## src/rtl/pirdsp_mac_job_sequencer_if.sv

```systemverilog
`default_nettype none
// ============================================================================
// Module   : pirdsp_mac_job_sequencer_if
// Brief    : Operand stream, multiplier pins and result stream of the MAC
//            job sequencer. The slave modport is the sequencer's view.
// Revision : 1.0 - initial release
// ============================================================================
interface pirdsp_mac_job_sequencer_if #(
  parameter int ACC_W = 48,
  parameter int CNT_W = 16
);
  // operand stream
  logic             s_valid;
  logic             s_ready;
  logic [53:0]      s_a;
  logic [53:0]      s_b;
  logic             s_a_sign;
  logic             s_b_sign;
  logic [1:0]       s_mode;
  logic             s_last;
  // multiplier pins
  logic [53:0]      m_a;
  logic [53:0]      m_b;
  logic             m_a_sign;
  logic             m_b_sign;
  logic [1:0]       m_mode;
  logic [44:0]      m_result_0;
  logic [44:0]      m_result_1;
  // result stream
  logic             o_valid;
  logic             o_ready;
  logic [ACC_W-1:0] o_acc_0;
  logic [ACC_W-1:0] o_acc_1;
  logic [1:0]       o_mode;
  logic [CNT_W-1:0] o_count;
  logic             err;

  modport slave (
    input  s_valid, s_a, s_b, s_a_sign, s_b_sign, s_mode, s_last,
    output s_ready,
    output m_a, m_b, m_a_sign, m_b_sign, m_mode,
    input  m_result_0, m_result_1,
    output o_valid, o_acc_0, o_acc_1, o_mode, o_count, err,
    input  o_ready
  );

  modport master (
    output s_valid, s_a, s_b, s_a_sign, s_b_sign, s_mode, s_last,
    input  s_ready,
    input  m_a, m_b, m_a_sign, m_b_sign, m_mode,
    output m_result_0, m_result_1,
    input  o_valid, o_acc_0, o_acc_1, o_mode, o_count, err,
    output o_ready
  );
endinterface
`default_nettype wire

```

## src/rtl/pirdsp_mac_job_sequencer.sv

```systemverilog
`default_nettype none
// ============================================================================
// Module   : pirdsp_mac_job_sequencer
// Brief    : Issues MAC job beats to a shared PIR-DSP multiplier, tracks the
//            products through its latency and accumulates them per lane.
// Revision : 1.0 - initial release
// ============================================================================
module pirdsp_mac_job_sequencer #(
  parameter int MULT_LAT = 1,
  parameter int ACC_W    = 48,
  parameter int CNT_W    = 16
) (
  input  wire logic                  clk,
  input  wire logic                  reset,
  pirdsp_mac_job_sequencer_if.slave  bus
);

  typedef enum logic [1:0] {
    ST_IDLE  = 2'd0,
    ST_RUN   = 2'd1,
    ST_DRAIN = 2'd2,
    ST_OUT   = 2'd3
  } state_t;

  localparam logic [1:0]       c_MODE_27X18   = 2'b00;
  localparam logic [1:0]       c_MODE_ILLEGAL = 2'b11;
  localparam logic [CNT_W-1:0] c_CNT_MAX      = '1;
  localparam int               c_EXT_W        = ACC_W - 45;

  state_t           r_state;
  state_t           w_state_nxt;
  logic             w_s_ready;
  logic             w_o_valid;
  logic             w_accept;
  logic             w_illegal;
  logic             w_issue;
  logic [1:0]       w_issue_mode;

  logic [53:0]      r_m_a;
  logic [53:0]      r_m_b;
  logic             r_m_a_sign;
  logic             r_m_b_sign;
  logic [1:0]       r_job_mode;
  logic             r_err;

  // One stage per cycle between handshake and the result being at the pins
  logic [MULT_LAT:0] r_pipe_vld;
  logic [MULT_LAT:0] r_pipe_sgn;
  logic [MULT_LAT:0] r_pipe_dual;

  logic [ACC_W-1:0] r_acc_0;
  logic [ACC_W-1:0] r_acc_1;
  logic [CNT_W-1:0] r_count;
  logic [ACC_W-1:0] w_ext_0;
  logic [ACC_W-1:0] w_ext_1;
  logic             w_lane_signed;

  always_comb begin
    w_state_nxt = r_state;
    w_s_ready   = 1'b0;
    w_o_valid   = 1'b0;
    case (r_state)
      ST_IDLE: begin
        w_s_ready = 1'b1;
        if (bus.s_valid && (bus.s_mode != c_MODE_ILLEGAL))
          w_state_nxt = bus.s_last ? ST_DRAIN : ST_RUN;
      end
      ST_RUN: begin
        w_s_ready = 1'b1;
        if (bus.s_valid && bus.s_last)
          w_state_nxt = ST_DRAIN;
      end
      ST_DRAIN: begin
        // Empty pipe means the last product was added at the previous edge
        if (r_pipe_vld == '0)
          w_state_nxt = ST_OUT;
      end
      ST_OUT: begin
        w_o_valid = 1'b1;
        if (bus.o_ready)
          w_state_nxt = ST_IDLE;
      end
      default: w_state_nxt = ST_IDLE;
    endcase
  end

  assign w_accept     = bus.s_valid & w_s_ready;
  assign w_illegal    = w_accept & (r_state == ST_IDLE) & (bus.s_mode == c_MODE_ILLEGAL);
  assign w_issue      = w_accept & ~w_illegal;
  assign w_issue_mode = (r_state == ST_IDLE) ? bus.s_mode : r_job_mode;

  assign w_lane_signed = r_pipe_sgn[MULT_LAT];
  assign w_ext_0 = w_lane_signed ? {{c_EXT_W{bus.m_result_0[44]}}, bus.m_result_0}
                                 : {{c_EXT_W{1'b0}}, bus.m_result_0};
  assign w_ext_1 = w_lane_signed ? {{c_EXT_W{bus.m_result_1[44]}}, bus.m_result_1}
                                 : {{c_EXT_W{1'b0}}, bus.m_result_1};

  always_ff @(posedge clk) begin
    if (reset) begin
      r_state     <= ST_IDLE;
      r_m_a       <= '0;
      r_m_b       <= '0;
      r_m_a_sign  <= 1'b0;
      r_m_b_sign  <= 1'b0;
      r_job_mode  <= '0;
      r_err       <= 1'b0;
      r_pipe_vld  <= '0;
      r_pipe_sgn  <= '0;
      r_pipe_dual <= '0;
      r_acc_0     <= '0;
      r_acc_1     <= '0;
      r_count     <= '0;
    end else begin
      r_state <= w_state_nxt;
      r_err   <= w_illegal;

      if (w_issue) begin
        r_m_a      <= bus.s_a;
        r_m_b      <= bus.s_b;
        r_m_a_sign <= bus.s_a_sign;
        r_m_b_sign <= bus.s_b_sign;
        r_job_mode <= w_issue_mode;
      end

      r_pipe_vld[0]  <= w_issue;
      r_pipe_sgn[0]  <= bus.s_a_sign | bus.s_b_sign;
      r_pipe_dual[0] <= (w_issue_mode != c_MODE_27X18);
      for (int i = 1; i <= MULT_LAT; i++) begin
        r_pipe_vld[i]  <= r_pipe_vld[i-1];
        r_pipe_sgn[i]  <= r_pipe_sgn[i-1];
        r_pipe_dual[i] <= r_pipe_dual[i-1];
      end

      if (r_pipe_vld[MULT_LAT]) begin
        r_acc_0 <= r_acc_0 + w_ext_0;
        if (r_pipe_dual[MULT_LAT])
          r_acc_1 <= r_acc_1 + w_ext_1;
        if (r_count != c_CNT_MAX)
          r_count <= r_count + 1'b1;
      end

      // Pipe is empty in OUT, so the clear never races an accumulate
      if ((r_state == ST_OUT) && bus.o_ready) begin
        r_acc_0 <= '0;
        r_acc_1 <= '0;
        r_count <= '0;
      end
    end
  end

  assign bus.s_ready  = w_s_ready;
  assign bus.m_a      = r_m_a;
  assign bus.m_b      = r_m_b;
  assign bus.m_a_sign = r_m_a_sign;
  assign bus.m_b_sign = r_m_b_sign;
  assign bus.m_mode   = r_job_mode;
  assign bus.o_valid  = w_o_valid;
  assign bus.o_acc_0  = r_acc_0;
  assign bus.o_acc_1  = r_acc_1;
  assign bus.o_mode   = r_job_mode;
  assign bus.o_count  = r_count;
  assign bus.err      = r_err;

endmodule
`default_nettype wire

```

## src/flat_wrapper.sv

```systemverilog
// flat-port wrapper written by rule: the top's interface ports become plain ports
module pirdsp_mac_job_sequencer_flat 
#(
  parameter int MULT_LAT = 1,
  parameter int ACC_W    = 48,
  parameter int CNT_W    = 16
)
  (clk, reset, bus_s_valid, bus_s_a, bus_s_b, bus_s_a_sign, bus_s_b_sign, bus_s_mode, bus_s_last, bus_s_ready, bus_m_a, bus_m_b, bus_m_a_sign, bus_m_b_sign, bus_m_mode, bus_m_result_0, bus_m_result_1, bus_o_valid, bus_o_acc_0, bus_o_acc_1, bus_o_mode, bus_o_count, bus_err, bus_o_ready);
  pirdsp_mac_job_sequencer_if #(.ACC_W(ACC_W), .CNT_W(CNT_W)) bus_i ();
  input  wire logic clk;
  input  wire logic reset;
  input wire logic [$bits(bus_i.s_valid)-1:0] bus_s_valid;
  input wire logic [$bits(bus_i.s_a)-1:0] bus_s_a;
  input wire logic [$bits(bus_i.s_b)-1:0] bus_s_b;
  input wire logic [$bits(bus_i.s_a_sign)-1:0] bus_s_a_sign;
  input wire logic [$bits(bus_i.s_b_sign)-1:0] bus_s_b_sign;
  input wire logic [$bits(bus_i.s_mode)-1:0] bus_s_mode;
  input wire logic [$bits(bus_i.s_last)-1:0] bus_s_last;
  output wire logic [$bits(bus_i.s_ready)-1:0] bus_s_ready;
  output wire logic [$bits(bus_i.m_a)-1:0] bus_m_a;
  output wire logic [$bits(bus_i.m_b)-1:0] bus_m_b;
  output wire logic [$bits(bus_i.m_a_sign)-1:0] bus_m_a_sign;
  output wire logic [$bits(bus_i.m_b_sign)-1:0] bus_m_b_sign;
  output wire logic [$bits(bus_i.m_mode)-1:0] bus_m_mode;
  input wire logic [$bits(bus_i.m_result_0)-1:0] bus_m_result_0;
  input wire logic [$bits(bus_i.m_result_1)-1:0] bus_m_result_1;
  output wire logic [$bits(bus_i.o_valid)-1:0] bus_o_valid;
  output wire logic [$bits(bus_i.o_acc_0)-1:0] bus_o_acc_0;
  output wire logic [$bits(bus_i.o_acc_1)-1:0] bus_o_acc_1;
  output wire logic [$bits(bus_i.o_mode)-1:0] bus_o_mode;
  output wire logic [$bits(bus_i.o_count)-1:0] bus_o_count;
  output wire logic [$bits(bus_i.err)-1:0] bus_err;
  input wire logic [$bits(bus_i.o_ready)-1:0] bus_o_ready;
  assign bus_i.s_valid = bus_s_valid;
  assign bus_i.s_a = bus_s_a;
  assign bus_i.s_b = bus_s_b;
  assign bus_i.s_a_sign = bus_s_a_sign;
  assign bus_i.s_b_sign = bus_s_b_sign;
  assign bus_i.s_mode = bus_s_mode;
  assign bus_i.s_last = bus_s_last;
  assign bus_s_ready = bus_i.s_ready;
  assign bus_m_a = bus_i.m_a;
  assign bus_m_b = bus_i.m_b;
  assign bus_m_a_sign = bus_i.m_a_sign;
  assign bus_m_b_sign = bus_i.m_b_sign;
  assign bus_m_mode = bus_i.m_mode;
  assign bus_i.m_result_0 = bus_m_result_0;
  assign bus_i.m_result_1 = bus_m_result_1;
  assign bus_o_valid = bus_i.o_valid;
  assign bus_o_acc_0 = bus_i.o_acc_0;
  assign bus_o_acc_1 = bus_i.o_acc_1;
  assign bus_o_mode = bus_i.o_mode;
  assign bus_o_count = bus_i.o_count;
  assign bus_err = bus_i.err;
  assign bus_i.o_ready = bus_o_ready;
  pirdsp_mac_job_sequencer #(.MULT_LAT(MULT_LAT), .ACC_W(ACC_W), .CNT_W(CNT_W)) u_core (.clk(clk), .reset(reset), .bus(bus_i));
endmodule
```

## config.mk

```make
export PLATFORM = sky130hd
export DESIGN_NAME = pirdsp_mac_job_sequencer_flat
export DESIGN_NICKNAME = d
export VERILOG_FILES = /design/src/rtl/pirdsp_mac_job_sequencer_if.sv /design/src/rtl/pirdsp_mac_job_sequencer.sv /design/src/flat_wrapper.sv
export SDC_FILE = /design/constraint.sdc
export NUM_CORES = 1
export LEC_CHECK = 0
export BUFFER_PORTS_ARGS = -buffer_cell sky130_fd_sc_hd__buf_4
export CAP_MARGIN = 20
export CORE_MARGIN = 5
export CORE_UTILIZATION = 25
export CTS_BUF_LIST = sky130_fd_sc_hd__clkbuf_2 sky130_fd_sc_hd__clkbuf_4 sky130_fd_sc_hd__clkbuf_8
export CTS_CLUSTER_SIZE = 25
export DETAILED_ROUTE_END_ITERATION = 6
export SLEW_MARGIN = 30
export SYNTH_ARGS = -nofsm -noshare
export SYNTH_HDL_FRONTEND = slang
export SYNTH_SLANG_ARGS = --single-unit
export TNS_END_PERCENT = 30
```

## constraint.sdc

```tcl
create_clock -name clk -period 3.9 [get_ports clk]
set_clock_uncertainty 0.1 [all_clocks]
set_input_delay 0.78 -clock clk [delete_from_list [all_inputs] [get_ports clk]]
set_output_delay 0.78 -clock clk [all_outputs]
set_load 0.02 [all_outputs]
```

==> qor.yml <==
global_routing:
  first_global_vias: 13500
  grt.total_usage_pct: 15.7
  grt_antenna_before_repair: 2
  overflow: 0
  grt_pass1_wl_microns: 73400
  grt_max_degree: 115
drt:
  num_vias: 13800
  drc: 0
  via_per_inst: 4.84
  drtPass1Iterations: 6
  routed_wl_microns: 48300
  drt-initial-drc-count: 641
  wl_per_cell_microns: 17.0
  ant_nets: 0
placed_design:
  io_buffers: 435
  dp_cells: 2761
  dp_hpwl_microns: 37300
  dpl_cell_area_sq_um: 17400
  routabilityCongestion: 0.885
floorplan:
  coreArea_sq_um: 52700
  die_x_microns: 241
  ios: 436
  start_util_pct: 25.3
  rows: 84
  dieArea_sq_um: 57900
  die_height_microns: 241
pwr:
  p_leak_nw: 8.44
  power_density_nw_per_um2: 446
  irDropWorstVdd_uv: 357
synth:
  yosys.area_share.simple_pct: 20.2
  syn-num-nets: 2002
  syn-instance-count: 1694
  yosys.area_share.adder_pct: 9.61
  synth.avg_cell_area_sq_um: 7.85
  synth_cell_types: 71
  synth_enable_flop_cells: 0
  ys_seq_area_share_pct: 35.1
  synth_top_family_by_area: "compound AO/OA/AOI/OAI gates"
  yosysWarnings: 0
  ys_ff_latch: 233
  synthTopCellsByArea: "dfxtp_1 (35%), nand2_1 (10%), a21oi_1 (9.4%)"
  synth_top_area_cell: "dfxtp_1"
  synth-xor-area-share_pct: 5.99
  synthMuxAreaShare_pct: 2.34
  synth_compound_area_share_pct: 23.6
  yosys.area.top_type_share_pct: 35.1
  ys_async_sr_fraction_pct: 0
  synth_top_flop_cell: "dfxtp_1"
  synth_area_sq_um: 13300
cells_and_area:
  syn2layout_area_growth_pct: 37.9
  nets: 2428
  drive_above_1_share_pct: 26.7
  final_cell_count_no_fill: 2844
  multi_input_area_sq_um: 8240
  fillerInstances: 5495
  fin_area_sq_um: 18300
  seqCellArea_sq_um: 4670
critical_path:
  reg2regPathDepth: 12
  end_kind: "flop"
  cp_slowest_stage_delay_ns: 0.49
  crit_path_end: "u_core.bus.o_acc_0[44]"
  cp_cell_sequence: "ha_1 > fa_1 > a21o_1 > a21o_1 > a31oi_1 > and4_1 > o41a_1 > nor3_1 > or4_1 > a31oi_1 > mux2i_1 > nand2_1"
  rr_startpoint: "u_core.bus.o_acc_0[0]"
  start_kind: "flop"
  critical-path-top-delay-family: "compound AO/OA/AOI/OAI gates"
  path_depth: 12
  cp.required_ns: 4.29
  cpMaxStageDelayCell: "or4_1"
  path_max_fanout: 3
  critPathArrivalTime_ns: 3.77
  r2r_slack_ns: 0.52
  crit_start: "u_core.bus.o_acc_0[0]"
  r2r-end: "u_core.bus.o_acc_0[44]"
  crit_buf_inv: 0
  timing_worst_setup_path_type: "flop to flop"
run:
  drv_cap: 0
clocking:
  post_cts_resized: 0
  clock_sinks: 233
  path_clk_slew_ns: 0.06
  cts_hold_buf: 0
  cts_tree: "built"
  clk_latency_ns: 0.60
  clockBufferDepth: 3
  cts-root-buf: "clkbuf_8"
  postCtsSetupBuffers: 0
  tritoncts.num_buffers: 45
  htree_levels: 2
sta:
  tightestPinTransition_ns: 0.928
  rsz0062_at_grt: "no"
  hold_viol: 0
  fmax_ghz: 0.296
  fin_crit_sh_pct: 86.8
  min_period_ns: 3.38
  setup_viol: 0
  max-slew-margin-rel_pct: 37.9
  drv_slew: 0
worst_hold_path:
  hold_path_class: "input port to flop"
run_status:
  outcome: "finished clean"
[synth_stat cells (16+ instances only)]
cell type,instances
xnor2_1,51
o21ai_0,53
mux2i_1,30
a211oi_1,16
nand4_1,22
ha_1,99
clkbuf_1,80
o21bai_1,18
xor2_1,40
inv_1,20
a21oi_1,249
a21o_1,72
nand2_1,370
nand3_1,37
nor2_1,111
dfxtp_1,233
[worst register-to-register path, cell delays in order (launching register included)]
cell and delay, ns:
dfxtp_1 0.33, ha_1 0.23, fa_1 0.38, a21o_1 0.16, a21o_1 0.19, a31oi_1 0.25, and4_1 0.28, o41a_1 0.25
nor3_1 0.08, or4_1 0.49, a31oi_1 0.24, mux2i_1 0.23, nand2_1 0.07
[metal layers]
layer  GRT usage [%]  vias up  share of wire (%)
met5               0        -                  0
met4            4.85        0                2.5
met3            5.23       79                9.0
met2            26.7      484                 47
met1            18.8     6410                 41
li1                -     6800                  -
[cell type report]
type | count | area share (%)
antenna | 3 | 0.0409
clock buffer | 68 | 4.52
clock inverter | 12 | 0.655
inverter | 21 | 0.430
multi-input combinational | 1352 | 44.9
sequential | 233 | 25.4
tap | 688 | 4.69
timing repair buffer | 467 | 19.3
[cell usage in the layout, fill, tap and decap left out, types with 3 or more instances in the layout]
cell / n
o21bai_1: 18
nor3b_1: 3
nor3_1: 14
a21o_1: 71
buf_12: 3
nor2_1: 111
ha_1: 99
nand3_1: 36
and2_1: 10
a31oi_1: 12
clkinv_2: 7
or3_1: 12
a31o_2: 4
dfxtp_1: 232
o21ai_1: 9
clkbuf_4: 17
nand2b_1: 7
a22o_1: 13
o211ai_1: 5
a211oi_1: 16
and3_1: 13
clkbuf_8: 51
xnor2_1: 51
o21ai_0: 53
o21a_1: 12
or4_1: 4
nand2_1: 370
buf_4: 463
diode_2: 3
nor2b_1: 13
inv_1: 20
a21oi_1: 249
and4_1: 3
a221oi_1: 3
nand4_1: 22
mux2i_1: 30
a41oi_1: 3
xor2_1: 40
[per-stage QoR]
stage / total power, mW / TNS (ns) / hold WS [ns] / util (%) / setup WS, ns
3_3_place_gp: 5.57 / -0.0217 / 0.342 / 33.0 / -0.0217
4_1_cts: 8.34 / 0 / 0.231 / 34.8 / 0.511
3_5_place_dp: 5.61 / -0.00999 / 0.347 / 33.0 / -0.00999
6_report: 8.19 / 0 / 0.303 / 34.8 / 0.516
2_1_floorplan: 4.49 / 0 / 0.314 / - / 0.326
5_1_grt: 8.70 / 0 / 0.256 / 34.8 / 0.296
[worst min-delay path by stage]
stage,startpoint,end,slack (ns),cells after the start
5_1_grt,bus_s_a_sign,u_core.r_pipe_sgn[0],0.26,3
6_report,bus_s_a_sign,u_core.r_pipe_sgn[0],0.30,3
2_1_floorplan,u_core.r_pipe_dual[0],u_core.r_pipe_dual[1],0.31,1
3_5_place_dp,u_core.bus.m_b[11],u_core.bus.m_b[11],0.35,2
4_1_cts,bus_s_a_sign,u_core.r_pipe_sgn[0],0.23,3
3_3_place_gp,u_core.bus.m_b[13],u_core.bus.m_b[13],0.34,2
[cell families (layout without fill, tap and decap cells)]
group / after synthesis / after routing
buffers and inverters: 109 / 568
DFF: 233 / 233
adders and majority gates: 101 / 101
muxes: 31 / 31
xor gates and xnor gates: 91 / 91
other: 0 / 3
AOI/OAI and AO/OA: 502 / 502
and+or+nand+nor: 627 / 627
[state kept, by name, summed over array words and instances (netlist names), 16 cells and up]
signal / count
u_core.bus.o_count: 16
u_core.bus.o_acc_0: 48
u_core.bus.m_a: 54
u_core.bus.o_acc_1: 48
u_core.bus.m_b: 54
[report_power, final]
| part | total [mW] | switching (mW) | internal (mW) |
|---|---|---|---|
| Clock | 2.65 | 1.16 | 1.49 |
| Sequential | 2.88 | 0.208 | 2.67 |
| Combinational | 2.66 | 1.60 | 1.05 |
| Total | 8.19 | 2.97 | 5.22 |
(Power assumes the default switching activity.)
